--- src/rtl/red_pitaya_dac_eq.sv ---
// red_pitaya_dac_eq: DAC equalizer (pre-emphasis, one-pole IIR, gain) with shadow
// coefficients; define DAC_EQ_SAT_CNT_EN to build the saturation counter.
module red_pitaya_dac_eq #(
    parameter int FLUSH_LEN = 8
) (
    input  logic               dac_clk_i,
    input  logic               dac_rstn_i,
    input  logic signed [13:0] dac_dat_i,
    output logic signed [13:0] dac_dat_o,
    input  logic signed [17:0] cfg_aa_i,
    input  logic signed [24:0] cfg_bb_i,
    input  logic signed [24:0] cfg_kk_i,
    input  logic               cfg_upd_i,
    output logic               cfg_busy_o,
    input  logic               sat_clr_i,
    output logic        [15:0] sat_cnt_o
);

    localparam int CW = (FLUSH_LEN > 1) ? $clog2(FLUSH_LEN) : 1;
    localparam logic [CW-1:0] CNT_LAST = CW'(FLUSH_LEN - 1);

    localparam logic signed [41:0] R_MAX = 42'sd8388607;
    localparam logic signed [41:0] R_MIN = -42'sd8388608;
    localparam logic signed [48:0] Y_MAX = 49'sd8191;
    localparam logic signed [48:0] Y_MIN = -49'sd8192;

    typedef enum logic [1:0] {RUN, LATCH, FLUSH} state_t;

    state_t        state;
    logic [CW-1:0] flush_cnt;
    logic          hold;

    logic signed [17:0] aa_sh;
    logic signed [24:0] bb_sh;
    logic signed [24:0] kk_sh;

    logic signed [13:0] x1;
    logic signed [13:0] xp1;
    logic signed [13:0] x2;
    logic signed [39:0] p2;
    logic signed [20:0] s3;
    logic signed [23:0] r4;
    logic signed [48:0] g5;

    logic        [14:0] d2;
    logic signed [39:0] d_w;
    logic signed [39:0] bb_w;
    logic signed [39:0] p_nxt;
    logic signed [39:0] x_w;
    logic signed [39:0] s_full;
    logic signed [41:0] aa_w;
    logic signed [41:0] rf_w;
    logic signed [41:0] ar;
    logic signed [41:0] s_w;
    logic signed [41:0] r_full;
    logic signed [23:0] r_nxt;
    logic signed [48:0] r_w;
    logic signed [48:0] kk_w;
    logic signed [48:0] g_nxt;
    logic signed [48:0] g_sh;
    logic signed [13:0] y_nxt;
    logic               sat_evt;
    logic               unused_s_hi;

    // Datapath registers are forced to zero on every cycle that will be busy.
    always_comb begin
        hold = 1'b0;
        unique case (state)
            RUN:     hold = cfg_upd_i;
            LATCH:   hold = 1'b1;
            FLUSH:   hold = (flush_cnt != CNT_LAST);
            default: hold = 1'b0;
        endcase
    end

    always_ff @(posedge dac_clk_i or negedge dac_rstn_i) begin
        if (!dac_rstn_i) begin
            state      <= RUN;
            flush_cnt  <= '0;
            cfg_busy_o <= 1'b0;
        end else begin
            unique case (state)
                RUN: begin
                    if (cfg_upd_i) begin
                        state      <= LATCH;
                        cfg_busy_o <= 1'b1;
                    end
                end
                LATCH: begin
                    state     <= FLUSH;
                    flush_cnt <= '0;
                end
                FLUSH: begin
                    if (flush_cnt == CNT_LAST) begin
                        state      <= RUN;
                        cfg_busy_o <= 1'b0;
                    end else begin
                        flush_cnt <= flush_cnt + CW'(1);
                    end
                end
                default: begin
                    state      <= RUN;
                    cfg_busy_o <= 1'b0;
                end
            endcase
        end
    end

    always_ff @(posedge dac_clk_i or negedge dac_rstn_i) begin
        if (!dac_rstn_i) begin
            aa_sh <= '0;
            bb_sh <= '0;
            kk_sh <= 25'sh100000;
        end else if (state == LATCH) begin
            aa_sh <= cfg_aa_i;
            bb_sh <= cfg_bb_i;
            kk_sh <= cfg_kk_i;
        end
    end

    assign d2     = {x1[13], x1} - {xp1[13], xp1};
    assign d_w    = $signed({{25{d2[14]}}, d2});
    assign bb_w   = $signed({{15{bb_sh[24]}}, bb_sh});
    assign p_nxt  = d_w * bb_w;

    assign x_w    = $signed({{26{x2[13]}}, x2});
    assign s_full = x_w + (p2 >>> 20);
    assign unused_s_hi = ^s_full[39:21];

    assign aa_w   = $signed({{24{aa_sh[17]}}, aa_sh});
    assign rf_w   = $signed({{18{r4[23]}}, r4});
    assign ar     = aa_w * rf_w;
    assign s_w    = $signed({{21{s3[20]}}, s3});
    assign r_full = s_w + (ar >>> 17);

    always_comb begin
        r_nxt = r_full[23:0];
        if (r_full > R_MAX) begin
            r_nxt = 24'h7f_ffff;
        end else if (r_full < R_MIN) begin
            r_nxt = 24'h80_0000;
        end
    end

    assign r_w   = $signed({{25{r4[23]}}, r4});
    assign kk_w  = $signed({{24{kk_sh[24]}}, kk_sh});
    assign g_nxt = r_w * kk_w;
    assign g_sh  = g5 >>> 20;

    always_comb begin
        y_nxt   = g_sh[13:0];
        sat_evt = 1'b0;
        if (g_sh > Y_MAX) begin
            y_nxt   = 14'h1fff;
            sat_evt = 1'b1;
        end else if (g_sh < Y_MIN) begin
            y_nxt   = 14'h2000;
            sat_evt = 1'b1;
        end
    end

    always_ff @(posedge dac_clk_i or negedge dac_rstn_i) begin
        if (!dac_rstn_i) begin
            x1        <= '0;
            xp1       <= '0;
            x2        <= '0;
            p2        <= '0;
            s3        <= '0;
            r4        <= '0;
            g5        <= '0;
            dac_dat_o <= '0;
        end else if (hold) begin
            x1        <= '0;
            xp1       <= '0;
            x2        <= '0;
            p2        <= '0;
            s3        <= '0;
            r4        <= '0;
            g5        <= '0;
            dac_dat_o <= '0;
        end else begin
            x1        <= dac_dat_i;
            xp1       <= x1;
            x2        <= x1;
            p2        <= p_nxt;
            s3        <= s_full[20:0];
            r4        <= r_nxt;
            g5        <= g_nxt;
            dac_dat_o <= y_nxt;
        end
    end

`ifdef DAC_EQ_SAT_CNT_EN
    logic [15:0] sat_cnt;

    always_ff @(posedge dac_clk_i or negedge dac_rstn_i) begin
        if (!dac_rstn_i) begin
            sat_cnt <= '0;
        end else if (sat_clr_i) begin
            sat_cnt <= '0;
        end else if (sat_evt && !hold && !cfg_busy_o
                     && (sat_cnt != 16'hffff)) begin
            sat_cnt <= sat_cnt + 16'd1;
        end
    end

    assign sat_cnt_o = sat_cnt;
`else
    logic unused_sat;

    assign unused_sat = sat_clr_i ^ sat_evt;
    assign sat_cnt_o  = '0;
`endif

endmodule

--- config.mk ---
export PLATFORM = sky130hd
export DESIGN_NAME = red_pitaya_dac_eq
export DESIGN_NICKNAME = d
export VERILOG_FILES = /design/src/rtl/red_pitaya_dac_eq.sv
export SDC_FILE = /design/constraint.sdc
export NUM_CORES = 2
export LEC_CHECK = 0
export ABC_CLOCK_PERIOD_IN_PS = 7500
export CELL_PAD_IN_SITES_DETAIL_PLACEMENT = 2
export CELL_PAD_IN_SITES_GLOBAL_PLACEMENT = 2
export CORE_MARGIN = 2
export CORE_UTILIZATION = 39
export CTS_CLUSTER_DIAMETER = 100
export CTS_CLUSTER_SIZE = 10
export DETAILED_ROUTE_END_ITERATION = 12
export GPL_TIMING_DRIVEN = 1
export PLACE_DENSITY = 0.81
export SLEW_MARGIN = 20
export SYNTH_ARGS = -nofsm -noshare
export SYNTH_HDL_FRONTEND = slang
export SYNTH_SLANG_ARGS = --single-unit
export TNS_END_PERCENT = 20
--- constraint.sdc ---
create_clock -name dac_clk_i -period 7.5 [get_ports dac_clk_i]
set_input_delay 2.25 -clock dac_clk_i [delete_from_list [all_inputs] [get_ports dac_clk_i]]
set_output_delay 2.25 -clock dac_clk_i [all_outputs]
set_load 0.03 [all_outputs]
-- Yosys cells after proc, flatten, opt, wreduce, memory -nomap -nowiden
Index checks and enable logic that the tools add are counted.
- bitwise gates (word level): 1
- $add $sub $neg: 4
- $lt $le $gt $ge: 4
- multipliers: 3
- equal/unequal tests: 7
- muxes and demuxes: 20
- reduce and logical (&&, ||, !) cells: 5
- operator list (operator ; number):
    $mux 24 ; 3
    $mux 14 ; 5
    $mul 24x25->49 ; 1
    $mux 49 ; 1
    $mul 18x24->42 ; 1
    $mul 15x25->40 ; 1
    $mux 40 ; 1
    $gt 29x14->1 const B ; 1
    $lt 29x14->1 const B ; 1
    $add 21x25->26 ; 1
    $gt 26x24->1 const B ; 1
    $lt 26x24->1 const B ; 1
    $add 14x20->21 ; 1
    $mux 21 ; 1
    $sub 14x14->15 ; 1
    $ne 2x2->1 const B ; 3
    $pmux 1 s3 ; 2
    $pmux 2 s3 ; 1
    $pmux 3 s2 ; 1
    $mux 2 ; 2
    $reduce_and 2->1 ; 2
    $add 3x1->3 const B ; 1
    $eq 3x3->1 const B ; 1
    $mux 3 ; 1
    8 further kinds ; 9
- logic and storage cells: 57
- bits in registers: 250
- output and inout port bits: 31

-- Logic depth before layout (Yosys ltp)
- depth after elaboration: 6
- mapped depth: 39
- depth with buffers taken out: 36

-- Worst setup path after synthesis
Ideal clock, no wire load.
- path kind: register to register
- from: register x1[0]
- to: register p2[30]
- slack: -0.631 ns
- data required time: 7.368 ns
- cell stages (with the launch flop): 34
- data arrival time: 7.999 ns
- buffers on the path: 1
- setup time: 0.132 ns
- cell sequence: dfrtp_1 inv_1 ha_1 inv_1 fa_1 a21o_1 a21oi_1 o21ai_0 a21oi_1 nor2b_1 o21a_1 o31a_1 o41ai_2 xnor2_1 buf_2 nand2_1 fa_1 fa_1 fa_1 fa_1 fa_1 inv_1 fa_1 ha_1 a211o_1 a21oi_1 nor4b_1 a31oi_1 o21ai_1 nand2b_1 or2_2 a21oi_1 xor2_1 nor2_1
- longest elaborated chain between the ends: 3
- ends and longest elaborated chain (what ; RTL line ; RTL):
    start, declared ; 37 ; logic signed [13:0] x1;
    start signal, assigned ; 182 ; x1 <= dac_dat_i;
    $sub 14x14->15 ; 121 ; assign d2 = {x1[13], x1} - {xp1[13], xp1};
    $mul 15x25->40 ; 124 ; assign p_nxt = d_w * bb_w;
    $mux 40 ; 172 ; end else if (hold) begin
    end signal, assigned ; 185 ; p2 <= p_nxt;
    end, declared ; 40 ; logic signed [39:0] p2;
No other way between the ends.
A chain may end at the register's enable or synchronous reset.

-- Worst setup path after layout
- from: register r4[13]
- to: register r4[6]
- longest elaborated chain between the ends: 6
- ends and longest elaborated chain (what ; RTL line ; RTL):
    start, declared ; 42 ; logic signed [23:0] r4;
    start signal, assigned ; 187 ; r4 <= r_nxt;
    $mul 18x24->42 * ; 132 ; assign ar = aa_w * rf_w;
    $add 21x25->26 * ; 134 ; assign r_full = s_w + (ar >>> 17);
    $lt 26x24->1 ; 140 ; end else if (r_full < R_MIN) begin
    $mux 24 ; 140 ;
    $mux 24 * ; 138 ; if (r_full > R_MAX) begin
    $mux 24 * ; 172 ;
Mark *: on every way between the ends. The rest lies on a longest branch, timed or not.

==> results.json <==
{
  "worstPathMaxFanout": 13,
  "max_freq_ghz": 0.100,
  "end_kind": "register",
  "grt_use_total": 0.350,
  "finalMaxSlewViolations": 0,
  "layout_worst_path_cycle_share": 1.33,
  "max-slew-margin-rel": 0.281,
  "critPathLaunchType": "register",
  "clock_latency_ns": 0.70,
  "first_global_vias": 59900,
  "wl_per_cell_um": 31.9,
  "clock_skew_ns": 0.0557,
  "rsz0062_at_grt": "true",
  "setup_viol": 66,
  "gp_congestion": 0.845,
  "synth_cells": 6118,
  "setup_tns_ns": -87.10,
  "r2r_cells": 37,
  "fin_util": 0.458,
  "async_flop_share": 1.00,
  "grt_pass1_wl_mm": 392,
  "layout-drive-gt1-share": 0.153,
  "min_from": "g5[28]",
  "ys_top_cells_by_area": "fa_1, inv_1, dfrtp_1",
  "synth_seq_area_share": 0.0910,
  "drc": 0,
  "fin_nets": 8475,
  "cts_buffer_depth": 3,
  "r2r-end": "r4[6]",
  "antenna_found_initial": 21,
  "hold_buffers": 0,
  "slowest_delay_ns": 0.62,
  "synth_area_per_cell_um2": 9.44,
  "cts_tree": "done",
  "detail-route-antenna-nets": 0,
  "max_cap_violations": 0,
  "ys.flop_type": "dfrtp_1",
  "synth-seq-cells": 210,
  "r2r_setup_slack_ns": -2.47,
  "start_util": 0.392,
  "syn2layout_area_growth_pct": 16.8,
  "yosysWarnings": 0,
  "r2r-start": "r4[13]",
  "hp-class": "reg2reg",
  "final.setup.worst_slack_ns": -2.47,
  "grt.overflow.total": 0,
  "hold_violations": 0,
  "clock_tree.root_cell": "clkbuf_16",
  "drt-pass1-iter-count": 6,
  "cts_made_buffers": 31,
  "cts.sinks": 210,
  "multi_input_area_um2": 47100,
  "fill_cells": 15600,
  "critPathMostFrequentCell": "fa_1",
  "htreeDepth": 1,
  "final_common_cell": "inv_1",
  "dr_total_vias": 48300,
  "status": "finished, violations left",
  "worst_pin_slew_ns": 1.08,
  "die_x_um": 389,
  "num_rows": 141,
  "synth_area_leader_cell": "fa_1",
  "min_to": "dac_dat_o[8]",
  "cp_slowest_cell": "fa_1",
  "synth_edf_count": 0,
  "drt-vias-per-instance": 5.65,
  "cp_data_arrival_time_ns": 10.49,
  "hpwl_mm": 185,
  "period_minus_slack_ns": 9.97,
  "ys_types": 79,
  "pin_count": 117,
  "violations": "negative setup slack",
  "die_h_um": 389,
  "min_path_cells": 2,
  "yosysTopAreaCellShare": 0.487,
  "crit_required_ns": 8.02,
  "netlist_area_um2": 57800,
  "grt_max_degree": 125,
  "path_clk_slew_ns": 0.07,
  "die_area_um2": 151000,
  "mostFrequentLayoutCells": "inv_1, fa_1, nand2_1",
  "criticalPathCategory": "reg2reg",
  "seq_area_um2": 5280,
  "fp.coreArea_um2": 147000,
  "portBuffers": 99,
  "routed_wl_mm": 272,
  "first_iter_violations": 3216
}
-- critical path: cells and delay by family, from the launching register on --
family	cells	cell delay (ns)
compound gates	13	2.77
xor+xnor	1	0.11
fa+ha+maj	8	3.65
buf+inv	10	1.62
flops	1	0.52
simple gates	5	1.09
-- metal layers --
layer	share of wire	wire, um	up-vias	global-route usage
met5	0.00064	173	-	0
met4	0.099	26900	20	0.274
met3	0.063	17300	1408	0.0637
met2	0.51	140000	2586	0.636
met1	0.32	88000	25600	0.353
li1	-	-	18700	-
-- worst max-delay path by stage --
stage                     startpoint     end  slack [ns]  cells after the start
after floorplan               r4[15]  r4[10]       -0.42                     34
after global placement         r4[6]   r4[8]       -1.34                     33
after detailed placement      r4[10]  r4[16]       -1.97                     36
after CTS                      r4[4]   r4[4]       -1.35                     37
after global routing          r4[13]   r4[6]       -2.54                     37
final                         r4[13]   r4[6]       -2.47                     37
-- final cells by class --
| type | count | area share |
|---|---|---|
| tap | 1930 | 0.0358 |
| clock buffer | 34 | 0.0120 |
| sequential | 210 | 0.0783 |
| timing repair buffer | 722 | 0.0925 |
| clock inverter | 12 | 0.00210 |
| inverter | 1447 | 0.0805 |
| antenna | 9 | 0.000334 |
| multi-input combinational | 4180 | 0.699 |
-- Yosys cell counts, types with 4 or more instances --
| cell | count |
|---|---|
| o31a_1 | 4 |
| xnor2_1 | 95 |
| ha_1 | 391 |
| and3_1 | 11 |
| clkbuf_1 | 272 |
| o21ai_0 | 69 |
| nor4_1 | 9 |
| fa_1 | 1406 |
| xor2_1 | 51 |
| buf_2 | 4 |
| nor2b_1 | 20 |
| dfrtp_1 | 209 |
| a2111oi_0 | 4 |
| nand3_1 | 26 |
| nand4_1 | 14 |
| o211ai_1 | 4 |
| inv_1 | 1446 |
| o31ai_1 | 9 |
| or3_1 | 6 |
| o21a_1 | 28 |
| mux2i_1 | 4 |
| or2_2 | 28 |
| and2_1 | 481 |
| a21oi_1 | 106 |
| a21o_1 | 48 |
| nor2_1 | 160 |
| buf_4 | 16 |
| nand2_1 | 927 |
| nand2b_1 | 63 |
| o21bai_1 | 18 |
| a31oi_1 | 13 |
| a211oi_1 | 11 |
| mux2_2 | 67 |
| nor3_1 | 30 |
-- sequential cells by signal, summed over array words and instances, names as in the netlist --
register	count
aa_sh	18
kk_sh	25
x1	14
flush_cnt	3
state	2
g5	29
r4	24
dac_dat_o	14
x2	14
s3	21
cfg_busy_o	1
bb_sh	25
p2	20
-- logic make-up after synthesis --
logic type                 synth area share
adders and majority gates             0.572
and+or+nand+nor                       0.146
buffers and inverters                 0.114
AOI/OAI and AO/OA                    0.0405
DFF                                  0.0910
xor gates and xnor gates             0.0221
muxes                                0.0137
other                             0.0000649
-- metrics by stage --
step	instances	hold slack [ns]	worst slack (ns)	instance area [um^2]
5_1_grt	8539	0.527	-2.54	67500
2_1_floorplan	6133	0.442	-0.417	57900
4_1_cts	8522	0.486	-1.35	67000
6_report	8544	0.480	-2.47	67500
3_3_place_gp	8441	0.456	-1.34	64800
3_5_place_dp	8441	0.469	-1.97	64800
-- timing repair --
action / 4_1_cts / 5_1_grt
pin swaps: 65 / 50
gates resized for setup: 243 / 99
buffers inserted: 35 / 15
endpoints found under the setup margin: 72 / 71
gates cloned: 2 / 0
Power is not shown: default switching activity piles up to over one toggle a cycle in this logic, so the estimate is an artifact.
